### config.mk
export PLATFORM = sky130hd
export DESIGN_NAME = vbuf_ptr_ring
export DESIGN_NICKNAME = d
export VERILOG_FILES = /design/src/rtl/vbuf_ptr_pkg.sv /design/src/rtl/vbuf_pick.sv /design/src/rtl/vbuf_ptr_ring.sv
export SDC_FILE = /design/constraint.sdc
export NUM_CORES = 1
export LEC_CHECK = 0
export ABC_CLOCK_PERIOD_IN_PS = 4400
export CAP_MARGIN = 20
export CORE_MARGIN = 2
export CORE_UTILIZATION = 25
export DETAILED_ROUTE_END_ITERATION = 6
export PLACE_DENSITY = 0.42
export SETUP_SLACK_MARGIN = 0.02
export SLEW_MARGIN = 5
export SYNTH_ARGS = -nofsm -noshare
export SYNTH_HDL_FRONTEND = slang
export SYNTH_HIERARCHICAL = 1
export SYNTH_SLANG_ARGS = --single-unit
### constraint.sdc
create_clock -name wclk -period 4.4 [get_ports wclk]
set_input_delay 1.1 -clock wclk [delete_from_list [all_inputs] [get_ports wclk]]
set_output_delay 1.1 -clock wclk [all_outputs]
set_load 0.005 [all_outputs]
### src/rtl/vbuf_ptr_pkg.sv
// Shared constants, FSM state encoding and one-hot helper for the frame-buffer pointer ring.
package vbuf_ptr_pkg;

  localparam int unsigned NBUF_MAX   = 32;
  localparam int unsigned SEL_LOWEST = 0;
  localparam int unsigned SEL_OLDEST = 1;

  typedef enum logic [1:0] {
    ST_INIT = 2'd0,
    ST_RUN  = 2'd1,
    ST_HOLD = 2'd2
  } state_t;

  // Isolate the lowest set bit; callers zero-extend narrower masks to NBUF_MAX.
  function automatic logic [NBUF_MAX-1:0] onehot_lowest(input logic [NBUF_MAX-1:0] vec);
    return vec & (~vec + NBUF_MAX'(1));
  endfunction

endpackage

### src/rtl/vbuf_pick.sv
// Combinational buffer chooser: lowest-index free buffer, or the free buffer with the largest age.
module vbuf_pick #(
  parameter int unsigned NBUF     = 5,
  parameter int unsigned AW       = 4,
  parameter int unsigned SEL_MODE = 0
) (
  input  logic [NBUF-1:0]    free,
  input  logic [NBUF*AW-1:0] ages,
  output logic [NBUF-1:0]    choice
);
  import vbuf_ptr_pkg::*;

  if (SEL_MODE == SEL_OLDEST) begin : g_oldest
    // Strictly-greater compare keeps the lowest index on equal ages.
    always_comb begin
      logic          found;
      logic [AW-1:0] best_age;
      choice   = '0;
      found    = 1'b0;
      best_age = '0;
      for (int i = 0; i < NBUF; i++) begin
        if (free[i] && (!found || (ages[i*AW +: AW] > best_age))) begin
          choice    = '0;
          choice[i] = 1'b1;
          found     = 1'b1;
          best_age  = ages[i*AW +: AW];
        end
      end
    end
  end else begin : g_lowest
    logic [NBUF_MAX-1:0] low;
    logic                unused;
    assign low    = onehot_lowest(NBUF_MAX'(free));
    assign choice = low[NBUF-1:0];
    assign unused = ^{ages, low};
  end

endmodule

### src/rtl/vbuf_ptr_ring.sv
// Frame-buffer pointer manager: one writer, NRD readers, NBUF one-hot buffers, all in the wclk domain.
// Optional drop counter and drop_cnt port are built when VBUF_DROP_CNT_EN is defined.
module vbuf_ptr_ring #(
  parameter int unsigned NBUF     = 5,
  parameter int unsigned NRD      = 3,
  parameter int unsigned SEL_MODE = 0
) (
  input  logic                wclk,
  input  logic                wrst,
  input  logic                wr_vs,
  input  logic [NRD*NBUF-1:0] rd_curr_point,
  output logic [NBUF-1:0]     wr_current_point,
  output logic [NBUF-1:0]     last_done_point,
  output logic                last_done_valid,
  output logic                wr_hold,
  output logic                frame_drop
`ifdef VBUF_DROP_CNT_EN
  ,
  output logic [15:0]         drop_cnt
`endif
);
  import vbuf_ptr_pkg::*;

  localparam int unsigned     AW      = $clog2(NBUF) + 1;
  localparam logic [AW-1:0]   AGE_MAX = AW'(NBUF);
  localparam logic [NBUF-1:0] BUF0    = NBUF'(1);

  logic                vs_q;
  logic                rise;
  logic [NBUF-1:0]     free_q;
  logic [NBUF-1:0]     rd_any;
  logic [NBUF-1:0]     choice;
  logic [NBUF*AW-1:0]  ages;
  state_t              state, state_d;
  logic                commit, drop;

  assign rise = wr_vs & ~vs_q;

  // Reader pointers are merged as-is, so malformed multi-bit values simply block more buffers.
  always_comb begin
    rd_any = '0;
    for (int i = 0; i < NRD; i++) rd_any |= rd_curr_point[i*NBUF +: NBUF];
  end

  vbuf_pick #(
    .NBUF     (NBUF),
    .AW       (AW),
    .SEL_MODE (SEL_MODE)
  ) u_pick (
    .free   (free_q),
    .ages   (ages),
    .choice (choice)
  );

  always_ff @(posedge wclk or posedge wrst) begin
    if (wrst) state <= ST_INIT;
    else      state <= state_d;
  end

  always_comb begin
    state_d = state;
    commit  = 1'b0;
    drop    = 1'b0;
    if (rise) begin
      if (|free_q) begin
        commit  = 1'b1;
        state_d = ST_RUN;
      end else begin
        drop    = 1'b1;
        state_d = ST_HOLD;
      end
    end
  end

  // Free mask resets to "all but buffer 0" so the first boundary after reset can commit.
  always_ff @(posedge wclk or posedge wrst) begin
    if (wrst) begin
      vs_q             <= 1'b0;
      free_q           <= ~BUF0;
      wr_current_point <= BUF0;
      last_done_point  <= '0;
      last_done_valid  <= 1'b0;
      wr_hold          <= 1'b0;
      frame_drop       <= 1'b0;
    end else begin
      vs_q       <= wr_vs;
      free_q     <= ~(wr_current_point | rd_any);
      frame_drop <= drop;
      wr_hold    <= (state_d == ST_HOLD);
      if (commit) begin
        wr_current_point <= choice;
        last_done_point  <= wr_current_point;
        last_done_valid  <= 1'b1;
      end
    end
  end

  // Ages count commits since a buffer was last written, saturating at NBUF.
  always_ff @(posedge wclk or posedge wrst) begin
    if (wrst) begin
      ages <= '0;
    end else if (commit) begin
      for (int i = 0; i < NBUF; i++) begin
        if (wr_current_point[i])                ages[i*AW +: AW] <= '0;
        else if (ages[i*AW +: AW] != AGE_MAX)   ages[i*AW +: AW] <= ages[i*AW +: AW] + AW'(1);
      end
    end
  end

`ifdef VBUF_DROP_CNT_EN
  always_ff @(posedge wclk or posedge wrst) begin
    if (wrst)                            drop_cnt <= '0;
    else if (drop && drop_cnt != 16'hFFFF) drop_cnt <= drop_cnt + 16'd1;
  end
`endif

endmodule

# After elaboration in Yosys (flattened, before gate mapping)

Cells that the tools add are included.

Flip-flop bits (word level): 21
Bits of input ports: 18
Output and inout bits: 13
Word-level logic and storage cells: 25

Add/sub/neg operators: 1
Equal/unequal tests: 1
Mux-type cells: 6
Bitwise gates (word level): 8
Reduce and logical (&&, ||, !) cells: 1

Operator list:

| cell                                                          | count |
|---|---|
| 5-bit bitwise OR                                              | 3 |
| 5-bit NOT                                                     | 2 |
| 5-bit by 1-bit adder with 5-bit output, second input constant | 1 |
| 5-bit AND                                                     | 1 |
| 5-bit OR reduction                                            | 1 |
| 1-bit two-way mux                                             | 4 |
| 2-bit two-way mux                                             | 2 |
| 2-bit equality test, second input constant                    | 1 |
| 1-bit AND                                                     | 1 |
| 1-bit NOT                                                     | 1 |

# Logic depth before layout (Yosys ltp)

Word-level depth: 4
Gate-level depth with buffers: 6
Depth with buffers taken out: 4

# Modules after synthesis

The synthesis kept the hierarchy.

Modules (own cells, without submodules):

| module        | instances | cells each | area each (um^2) | seq. area each (um^2) |
|---|---|---|---|---|
| vbuf_ptr_ring | 1         | 194        | 1939.4           | 1032.2 |
| vbuf_pick     | 1         | 6          | 55.1             | 0.0 |

# Least setup slack after synthesis

Ideal clock, no wire load.

Path type: input-to-reg
Start: in wr_vs
End: reg ages[13] (netlist name)
Setup time: 126 ps
Arrival time: 1830 ps
Required time: 4274 ps
Slack: 2444 ps
Cell stages on the path: 4
Path buffers: 1
Path through: nand2b_4 -> a21o_1 -> buf_4 -> a221o_1

RTL lines:

| what               | line                | RTL |
|---|---|---|
| start: declaration | vbuf_ptr_ring.sv:10 | `input logic wr_vs,` |

# Worst setup path after layout

Start: reg wr_current_point[0]
End: out wr_current_point[0]

RTL lines:

| what                     | line                | RTL |
|---|---|---|
| start: declaration       | vbuf_ptr_ring.sv:12 | `output logic [NBUF-1:0] wr_current_point,` |
| start signal: assignment | vbuf_ptr_ring.sv:91 | `wr_current_point <= choice;` |

No word-level cell between the ends.

==> impl_metrics.yaml <==
run_status:
  outcome: "completed"
drt:
  drc_errors: 0
  wire_per_inst_um: 10.6
  drt_first_pass_iters: 4
  first_iter_violations: 21
  drtAntennaViolNets: 0
  routed_wl_mm: 1.63
  vias_per_cell: 4.10
  vias: 632
timing:
  finClkSkew_ns: 0.00855
  fmaxAchievable_mhz: 403
  slew_violations: 0
  tightest_slew_ns: 0.791
  finalHoldViolations: 0
  period_minus_slack_ns: 2.48
  setup_tns_ns: 0
  setup_viol: 0
  maxSlewHeadroom_pct: 47.2
  worst_slack_ns: 1.92
  rsz0062_at_grt: "no"
  fin_crit_sh_pct: 56.4
worst_setup_path:
  end_kind: "primary output"
  critical_path.slowest_cell: "dfstp_2"
  ff2ff_setup_slack_ns: 2.86
  critPathKind: "reg -> out"
  r2r_start: "free_q[1]$_DFF_PP1_"
  path_delay_family: "flip-flops"
  critPathBufInv: 1
  required_ns: 3.30
  path_cells: "clkdlybuf4s50_1"
  worst-path-max-fanout: 4
  r2r.worst_path.cells: 4
  start_kind: "register"
  reg2reg_to: "wr_current_point[1]$_DFFE_PP0P_"
  slowest_delay_ns: 0.57
  arrival_ns: 1.38
clock_network:
  cts_resized: 0
  post_cts_buffers: 0
  cts-hold-fix-buffers: 0
  cts_buffer_depth: 2
  cts_tree: "built"
  cts_sinks: 21
  numCtsBuffers: 3
  cts.root.buffer_cell: "clkbuf_4"
  htree_levels: 1
  path_clk_slew_ns: 0.12
  clk_latency_ns: 0.31
power_and_ir_drop:
  pwr_density_cell_nw_per_um2: 326
  power_mw: 0.388
  total_leakage_power_nw: 0.538
  ir_drop_mv: 0.109
floorplan:
  die_w_um: 62.7
  placement_rows: 21
  die_height_um: 62.7
  start_util_pct: 26.0
  core-area_sq_um: 3310
  io_pins: 31
  die_area_sq_um: 3930
global_route:
  grt_pass1_vias: 683
  grt_max_degree: 22
  grt-ovfl-total: 0
  antenna_found_initial: 0
  grt_use_total_pct: 9.71
  grt_pass1_wl_mm: 2.99
synthesis:
  postSynthCellCount: 84
  syn_nets: 102
  syn_area_sq_um: 861
  synth_warnings: 6
  syn_avg_cell_area_sq_um: 10.2
finish:
  diodes: 0
  nFillCells: 362
  syn2layout_area_growth_pct: 38.4
  layout-drive-gt1-share_pct: 12.0
  fin_nets: 127
  utilization_pct: 36.0
hold_path:
  min_path_type: "reg -> reg"
  min_path_cells: 1
  worstHoldStart: "wr_current_point[4]$_DFFE_PP0P_"
  hold_path_end: "free_q[4]$_DFF_PP1_"
run:
  cap_violations: 0
placement:
  hpwl_mm: 1.20
  pre_cts_ws_ns: 1.79
  numPortBuffers: 30
  gp_congestion: 0.691
cells in the final DEF, fill, tap and decap left out, drive strengths merged:
master,instances
a21o,3
nand2,31
inv,1
dfrtp,16
nor2,3
nor3,1
nor4b,1
clkdlybuf4s50,30
nor2b,2
dfstp,5
a21oi,1
nand2b,3
clkinv,1
nor3b,1
nor4,6
clkbuf,3
metrics by stage:
step,std cells,hold slack [ns],area (sq um)
final,154,0.470,1190
after global routing,154,0.505,1190
after CTS,154,0.478,1190
after detailed placement,150,0.454,1160
after global placement,150,0.449,1160
after floorplan,84,0.450,861
cell type report:
cell class	instances	area [sq um]	share of cell area, %
flip-flops and latches	21	532	44.6
multi-input cells	52	270	22.7
well taps	46	57.6	4.83
inverters	1	3.75	0.315
clock inverters	1	5.00	0.420
repair buffers	30	300	25.2
clock buffers	3	22.5	1.89
power by group:
part / internal, mW / leakage (nW) / total [mW] / switching (mW)
Clock: 0.0340 / 0.0177 / 0.0939 / 0.0600
Sequential: 0.213 / 0.258 / 0.226 / 0.0126
Combinational: 0.0442 / 0.262 / 0.0689 / 0.0247
Total: 0.291 / 0.538 / 0.388 / 0.0973
registers in the layout, indices dropped and copies added (netlist names):
register          count
free_q                5
last_done_point       5
wr_current_point      5
state                 2
frame_drop            1
last_done_valid       1
vs_q                  1
wr_hold               1
worst max-delay path by stage:
stage | cells after the start | end | startpoint | slack, ns
global placement | 5 | wr_current_point[1]$_DFFE_PP0P_ | wr_vs | 1.80
floorplan | 6 | last_done_point[0]$_DFFE_PP0P_ | wr_vs | 2.62
CTS | 1 | wr_current_point[0] | wr_current_point[0]$_DFFE_PP1P_ | 1.89
detailed placement | 5 | wr_current_point[1]$_DFFE_PP0P_ | wr_vs | 1.79
finish | 1 | wr_current_point[0] | wr_current_point[0]$_DFFE_PP1P_ | 1.92
global route | 1 | wr_current_point[0] | wr_current_point[0]$_DFFE_PP1P_ | 1.88
per-layer routing:
metal  GRT usage (%)  part of all wire (%)  wire [um]  vias up
met5               0                     0          0        -
met1            12.3                    48        781      302
met2            15.1                    47        764       16
li1                -                     -          -      312
met4            5.83                   1.2         19        0
met3            2.16                   4.0         65        2
(Power assumes the default switching activity.)
